**src/rtl/note_sequencer.sv**
```systemverilog
// Note command queue feeding the wave generator, with a linear attack/sustain/release
// volume envelope stepped on the wave-generator tick strobe.
module note_sequencer #(
    parameter int          DEPTH     = 4,
    parameter logic [7:0]  RAMP_STEP = 8'd4
) (
    input  logic        clk,
    input  logic        reset,
    input  logic        tick,
    input  logic        noteValid,
    input  logic [15:0] noteTune,
    input  logic [7:0]  noteVol,
    input  logic [15:0] noteDur,
    output logic        noteReady,
    output logic [15:0] tuneWord,
    output logic [7:0]  volume,
    output logic        busy,
    output logic        overflow
);
    localparam int PW = (DEPTH > 1) ? $clog2(DEPTH) : 1;
    localparam int CW = PW + 1;

    typedef enum logic [1:0] {
        S_IDLE    = 2'd0,
        S_ATTACK  = 2'd1,
        S_SUSTAIN = 2'd2,
        S_RELEASE = 2'd3
    } state_t;

    state_t        state_q, state_d;
    logic [39:0]   fifo_q [DEPTH];
    logic [39:0]   fifo_d [DEPTH];
    logic [PW-1:0] wr_ptr_q, wr_ptr_d;
    logic [PW-1:0] rd_ptr_q, rd_ptr_d;
    logic [CW-1:0] count_q, count_d;
    logic [15:0]   tune_q, tune_d;
    logic [7:0]    vol_q, vol_d;
    logic [7:0]    target_q, target_d;
    logic [15:0]   dur_q, dur_d;
    logic [15:0]   dur_cnt_q, dur_cnt_d;
    logic          overflow_q, overflow_d;

    logic          push, pop, fifo_empty;
    logic [39:0]   head;
    logic [8:0]    sum9;

    assign noteReady = (count_q != CW'(DEPTH));
    assign fifo_empty = (count_q == '0);
    assign head       = fifo_q[rd_ptr_q];
    assign push       = noteValid && noteReady;

    assign tuneWord = tune_q;
    assign volume   = vol_q;
    assign busy     = (state_q != S_IDLE);
    assign overflow = overflow_q;

    always_comb begin
        state_d    = state_q;
        fifo_d     = fifo_q;
        wr_ptr_d   = wr_ptr_q;
        rd_ptr_d   = rd_ptr_q;
        tune_d     = tune_q;
        vol_d      = vol_q;
        target_d   = target_q;
        dur_d      = dur_q;
        dur_cnt_d  = dur_cnt_q;
        overflow_d = overflow_q;
        pop        = 1'b0;
        sum9       = {1'b0, vol_q} + {1'b0, RAMP_STEP};

        if (push) begin
            fifo_d[wr_ptr_q] = {noteTune, noteVol, noteDur};
            wr_ptr_d         = wr_ptr_q + 1'b1;
        end
        if (noteValid && !noteReady) overflow_d = 1'b1;

        if (tick) begin
            unique case (state_q)
                S_IDLE: begin
                    vol_d = 8'd0;
                    if (!fifo_empty) begin
                        pop     = 1'b1;
                        state_d = S_ATTACK;
                    end
                end
                S_ATTACK: begin
                    // Clamp in 9 bits so a target near 255 never wraps past it.
                    if (sum9 >= {1'b0, target_q}) begin
                        vol_d     = target_q;
                        dur_cnt_d = dur_q;
                        state_d   = S_SUSTAIN;
                    end else begin
                        vol_d = sum9[7:0];
                    end
                end
                S_SUSTAIN: begin
                    if (dur_cnt_q == 16'd0) state_d   = S_RELEASE;
                    else                    dur_cnt_d = dur_cnt_q - 16'd1;
                end
                S_RELEASE: begin
                    if (vol_q > RAMP_STEP) begin
                        vol_d = vol_q - RAMP_STEP;
                    end else begin
                        vol_d = 8'd0;
                        if (!fifo_empty) begin
                            pop     = 1'b1;
                            state_d = S_ATTACK;
                        end else begin
                            state_d = S_IDLE;
                        end
                    end
                end
                default: state_d = S_IDLE;
            endcase
        end

        if (pop) begin
            tune_d   = head[39:24];
            target_d = head[23:16];
            dur_d    = head[15:0];
            rd_ptr_d = rd_ptr_q + 1'b1;
        end

        count_d = count_q + CW'(push) - CW'(pop);
    end

    always_ff @(posedge clk or negedge reset) begin
        if (!reset) begin
            state_q    <= S_IDLE;
            for (int i = 0; i < DEPTH; i++) fifo_q[i] <= '0;
            wr_ptr_q   <= '0;
            rd_ptr_q   <= '0;
            count_q    <= '0;
            tune_q     <= '0;
            vol_q      <= '0;
            target_q   <= '0;
            dur_q      <= '0;
            dur_cnt_q  <= '0;
            overflow_q <= 1'b0;
        end else begin
            state_q    <= state_d;
            fifo_q     <= fifo_d;
            wr_ptr_q   <= wr_ptr_d;
            rd_ptr_q   <= rd_ptr_d;
            count_q    <= count_d;
            tune_q     <= tune_d;
            vol_q      <= vol_d;
            target_q   <= target_d;
            dur_q      <= dur_d;
            dur_cnt_q  <= dur_cnt_d;
            overflow_q <= overflow_d;
        end
    end

endmodule

```
**config.mk**
```make
export PLATFORM = sky130hd
export DESIGN_NAME = note_sequencer
export DESIGN_NICKNAME = d
export VERILOG_FILES = /design/src/rtl/note_sequencer.sv
export SDC_FILE = /design/constraint.sdc
export NUM_CORES = 1
export LEC_CHECK = 0
export BUFFER_PORTS_ARGS = -buffer_cell sky130_fd_sc_hd__buf_4
export CAP_MARGIN = 20
export CORE_UTILIZATION = 61
export DETAILED_ROUTE_END_ITERATION = 12
export PLACE_DENSITY = 0.83
export SLEW_MARGIN = 10
export SYNTH_ARGS = -nofsm -noshare
export SYNTH_HDL_FRONTEND = slang
export SYNTH_SLANG_ARGS = --single-unit
```
**constraint.sdc**
```tcl
create_clock -name clk -period 3.95 [get_ports clk]
set_clock_uncertainty 0.1 [all_clocks]
set_input_delay 0.79 -clock clk [delete_from_list [all_inputs] [get_ports clk]]
set_output_delay 0.79 -clock clk [all_outputs]
set_load 0.01 [all_outputs]
```
==> results of run 1 <==
[per-stage QoR]
stage               hold slack [ps]  power, W
global route                    312    0.0121
CTS                             285    0.0115
finish                          229    0.0114
floorplan                       373   0.00779
detailed placement              356   0.00923
global placement                350   0.00887
[power by group through the flow]
stage / Clock [W] / Sequential [W] / Combinational, W
after floorplan: 0 / 0.00417 / 0.00362
after global placement: 0 / 0.00438 / 0.00449
after detailed placement: 0 / 0.00453 / 0.00470
after global routing: 0.00235 / 0.00466 / 0.00512
after CTS: 0.00224 / 0.00451 / 0.00474
final: 0.00221 / 0.00451 / 0.00472
[cell families after synthesis]
logic type      synth area share (%)
compound gates                  6.32
xor+xnor                       0.716
fa+ha+maj                       2.80
buf+inv                         2.93
flops                           53.2
mux                             28.8
simple gates                    5.21
[worst min path at each step]
stage | startpoint | cells after the start | slack (ps) | endpoint
finish | reset | 1 | 230 | volume[6]
global route | reset | 1 | 310 | volume[5]
CTS | reset | 1 | 290 | target_q[4]
detailed placement | overflow | 1 | 360 | overflow
global placement | overflow | 1 | 350 | overflow
floorplan | dur_q[14] | 1 | 370 | dur_q[14]
[cell type report]
cell class              instances  area share, %
repair buffers                 86           5.41
flip-flops and latches        234           46.7
well taps                     225           2.24
inverters                      28          0.838
diodes                          1         0.0199
multi-input cells             478           38.6
clock inverters                14          0.967
clock buffers                  31           5.25
[state kept, by name (all words and copies together) (netlist names), 3 cells and up]
| signal | cells |
|---|---|
| fifo_q | 160 |
| target_q | 8 |
| dur_q | 16 |
| volume | 8 |
| tuneWord | 16 |
| dur_cnt_q | 16 |
| count_q | 3 |
[critical path, cell delays in order (launching register included)]
cell and delay, ps:
dfrtp_1 480, ha_1 270, and3_1 220, xor2_1 170, ha_1 320, and3_1 180
and3_1 210, a2111oi_2 80, buf_4 200, a2111oi_4 720, mux2i_1 260
[layer usage]
layer | up-vias | track usage (%)
li1 | 3067 | -
met1 | 3622 | 36.4
met2 | 182 | 46.4
met3 | 53 | 4.70
met4 | 0 | 7.90
met5 | - | 0
[layout by cell type (no fill, tap or decap), drive strengths merged, types with 8 or more instances in the layout]
cell type / instances
mux2i: 8
dfrtp: 234
mux4: 40
clkinv: 9
ha: 23
buf: 86
nand3: 13
a31oi: 9
nor2: 13
nand2: 30
clkbuf: 31
o21ai: 25
mux2: 194
a21oi: 17
nor3: 13
inv: 29
==> metrics.txt, run 1 <==
run status finished, final reports clean; placed cell count 1051; synthesized area 11000 µm²; Layout Cells excl Fill 1097; critical path class reg2reg; R2R cell count 10; Area contributors post-synth dfrtp_1 53%, mux2_2 20%, mux4_2 8.2%; Clock Power Share 19.3%; r2r startpoint volume[2]; drt drc 0; Die Wd 136 µm; synth cell count leaders 234 x dfrtp_1, 193 x mux2_2, 40 x mux4_2; metal1 wirelength 10100 µm; worst flop-to-flop path endpoint dur_cnt_q[0]; Via density 6.31; final hold violations 0; Synth async-reset ratio 100%; final core area utilization 71.8%; worst hold path class in2async; Worst Setup End Kind flip-flop; pwr/cell area 912 nW/µm²; Layout Nets 921; Routed WL per cell 21.8 µm; CTS Root Cell clkbuf_16; vias in the first global route 7574; Pins Over Slew Limit 0; Resize count post-CTS 0; Rel. slew slack 37.2%; fmax 0.304 GHz; number of distinct library cells after synthesis 62; Synth Flop Type dfrtp_1; core area 17500 µm²; share of layout cells above drive strength 1 43.4%; cells after synthesis 789; VDD IR max 0.653 mV; internal cell power 0.00749 W; row count 48; detailed-route via count 6924; DRT Wirelength 23900 µm; met3 WL 1050 µm; Setup WS post-layout 658 ps; Logic pwr share 41.3%; H-tree depth 1; Final min period 3290 ps; top-count cell post-synth dfrtp_1; CP required 4290 ps; worst setup path end dur_cnt_q[0]; drt initial violations 456; CP startpoint kind flip-flop; Worst-Margin Slew 942 ps; global-route wire length before repair 39400 µm; area leader, netlist dfrtp_1; placed cell areas 11800 µm²; met2 wire length 12200 µm; arrival time at the worst endpoint 3630 ps; design area 12500 µm²; Die Y-Extent 136 µm; sw frac 34.5%; Syn-to-layout area delta 14.0%; post-CTS setup buffer count 0; global route overflow 0; Clock Sinks 234; final-report setup violation count 0; synthesized net count 857; DPL Wire Length 15500 µm; sw power 0.00395 W; Multi-input gate area 4840 µm²; top cell type's share of synthesized area 53.2%; pre-CTS setup slack 713 ps; largest net degree at the start of global routing 121; r2r setup slk 660 ps; Fillers 1130; crit path max fanout 11; Synth Register Bits 234; Bufs on Longest Clock Path 3; GPL Wtd Cong 0.829; post-route ant nets 0; post-cts hold buffer count 0; drt first pass iters 6; CTS buffer count 25; initial antenna violation count 1; register area 5860 µm²; part of the power in registers 39.4%; synth warn 0; setup TNS 0 ps; RSZ-0062 raised after global routing no; Seq/Total Area, Yosys 53.2%; clock-pin transition on the worst setup and hold timing paths 60 ps; part of the cycle the worst path needs 83.3%; Post-synth EDFFs 0; worst setup path start volume[2]; Worst-Skew Late Latency 530 ps; top sig layer met4; Total GRT Usage 27.4%; mean post-synth cell area 13.9 µm²; Die ar. 18600 µm²; Port Buffer Count 70; CTS tree built; leak pwr 5.43 nW; max_cap viols 0; I/O pin cnt 71; Initial Utilization 63.0%
Power figures use the tool's default switching activity.
==> run 2: changes to the inputs <==
==> constraint.sdc (replaced) <==
create_clock -name clk -period 3.3 [get_ports clk]
set_clock_uncertainty 0.1 [all_clocks]
set_input_delay 0.66 -clock clk [delete_from_list [all_inputs] [get_ports clk]]
set_output_delay 0.66 -clock clk [all_outputs]
set_load 0.01 [all_outputs]
==> run 2 against run 1 <==
Against the previous run: routed wire length grew 0.73%; largest power group unchanged; sequential share of layout area fell by 0.36 points; count of clock-buffer cells in the layout up 4; largest cell class unchanged; power rose by 21%; global-route usage decreased by 0.060 points; die area did not move; final cell count grew 0.46%; design area is 0.79% higher; register-to-register slack got worse by 500 ps; setup slack lost 500 ps.
==> metrics.txt, run 2 (synthesized netlist as in run 1, its figures left out) <==
final-report setup violation count 0; Layout Nets 927; Via density 6.20; CP startpoint kind flip-flop; post-route ant nets 0; max FFs per register 160; critical-path cell list ha_1, and3_1, xor2_1, ha_1, and3_1, and3_1, a2111oi_2, buf_4, or4_4, mux2_4; Die ar. 18600 µm²; VDD IR max 0.760 mV; CP dominant cell by count and3_1; part of the cycle the worst path needs 95.2%; Fillers 1094; drt drc 0; GPL Wtd Cong 0.862; Worst-Margin Slew 816 ps; pwr/cell area 1100 nW/µm²; critical path class reg2reg; commonest non-fill, non-tap cell in the layout dfrtp_1; r2r startpoint volume[2]; Die Wd 136 µm; vias in the first global route 7434; CTS buffer count 24; Routed WL per cell 21.8 µm; Rel. slew slack 45.6%; Clock Sinks 234; Layout Cells excl Fill 1102; ant diodes 0; drt first pass iters 4; Initial Utilization 63.0%; arrival time at the worst endpoint 3440 ps; run status finished, final reports clean; H-tree depth 1; Tot Pwr 0.0139 W; Worst Setup End Kind flip-flop; DPL Wire Length 15400 µm; fmax 0.318 GHz; Total GRT Usage 27.4%; CTS tree built; CP required 3590 ps; RSZ-0062 raised after global routing yes; CP max stage cell or4_4; global route overflow 0; global-route wire length before repair 39000 µm; r2r setup slk 160 ps; Pins Over Slew Limit 0; initial antenna violation count 0; Bufs on Longest Clock Path 3; leak pwr 5.48 nW; drt initial violations 381; R2R cell count 10; CTS Root Cell clkbuf_16; placed cell count 1057; core area 17500 µm²; final hold violations 0; Die Y-Extent 136 µm; detailed-route via count 6835; max_cap viols 0; clock-pin transition on the worst setup and hold timing paths 60 ps; share of layout cells above drive strength 1 44.2%; most frequent cells in the layout 232 x dfrtp_1, 193 x mux2_2, 90 x buf_4; Largest Register fifo_q; biggest cell delay along the critical path 530 ps; worst flop-to-flop path endpoint state_q[1]; worst hold path class in2async; Port Buffer Count 70; post-cts hold buffer count 0; Final min period 3140 ps; crit path max fanout 11; I/O pin cnt 71; Syn-to-layout area delta 14.9%; Worst-Skew Late Latency 520 ps; DRT Wirelength 24000 µm; row count 48; largest net degree at the start of global routing 105
## run 2: cell types whose count changed in the layout (fill, tap and decap cells not counted), sizes merged
cell / before / now
buf: 86 / 93
diode: 1 / 0
clkbuf: 31 / 35
clkinv: 9 / 4
## run 2: critical path: cells and delay by family (launching register included)
kind / cells / cell delay (ps)
and+or+nand+nor: 4 / 1160
adders and majority gates: 2 / 560
DFF: 1 / 470
muxes: 1 / 300
buffers and inverters: 1 / 200
xor gates and xnor gates: 1 / 160
AOI/OAI and AO/OA: 1 / 80
## run 2: per-stage QoR
stage | setup slack [ps] | cell area, µm² | TNS [ps] | hold slack [ps] | utilization (%)
2_1_floorplan | 144 | 11000 | 0 | 264 | -
3_3_place_gp | 153 | 11800 | 0 | 356 | 67.6
3_5_place_dp | 81.3 | 11800 | 0 | 370 | 67.6
4_1_cts | 58.2 | 12600 | 0 | 117 | 72.3
5_1_grt | -8.50 | 12600 | -8.50 | 140 | 72.3
6_report | 159 | 12600 | 0 | 70.0 | 72.3
## run 2: worst max path at each step
stage | from | to
floorplan | volume[3] | count_q[2]
CTS | volume[2] | dur_cnt_q[1]
global placement | volume[2] | dur_cnt_q[1]
detailed placement | volume[2] | dur_cnt_q[1]
finish | volume[2] | state_q[1]
global route | volume[2] | volume[6]
## run 2: power by group
group          total (W)  switching (W)  internal (W)
combinational    0.00580        0.00261       0.00319
clock            0.00276        0.00113       0.00163
sequential       0.00532       0.000984       0.00434
## run 2: area by class of cell
cell class | count | area, µm² | area share, %
timing repair buffer | 93 | 731 | 5.78
inverter | 28 | 105 | 0.831
multi-input combinational | 478 | 4850 | 38.3
tap | 225 | 282 | 2.23
sequential | 234 | 5860 | 46.3
clock inverter | 9 | 88.8 | 0.703
clock buffer | 35 | 733 | 5.80
## run 2: timing repair
| item | in CTS | in global routing |
|---|---|---|
| endpoints found under the setup margin | 0 | 15 |
| setup buffers | 0 | 1 |
| gates resized for setup | 0 | 2 |
## run 2: routing by layer
layer / up-vias / routed length, µm / track usage, %
met3: 46 / 1240 / 4.88
li1: 3093 / - / -
met2: 188 / 12000 / 46.1
met1: 3508 / 10300 / 36.4
met5: - / 0 / 0
met4: 0 / 546 / 7.90
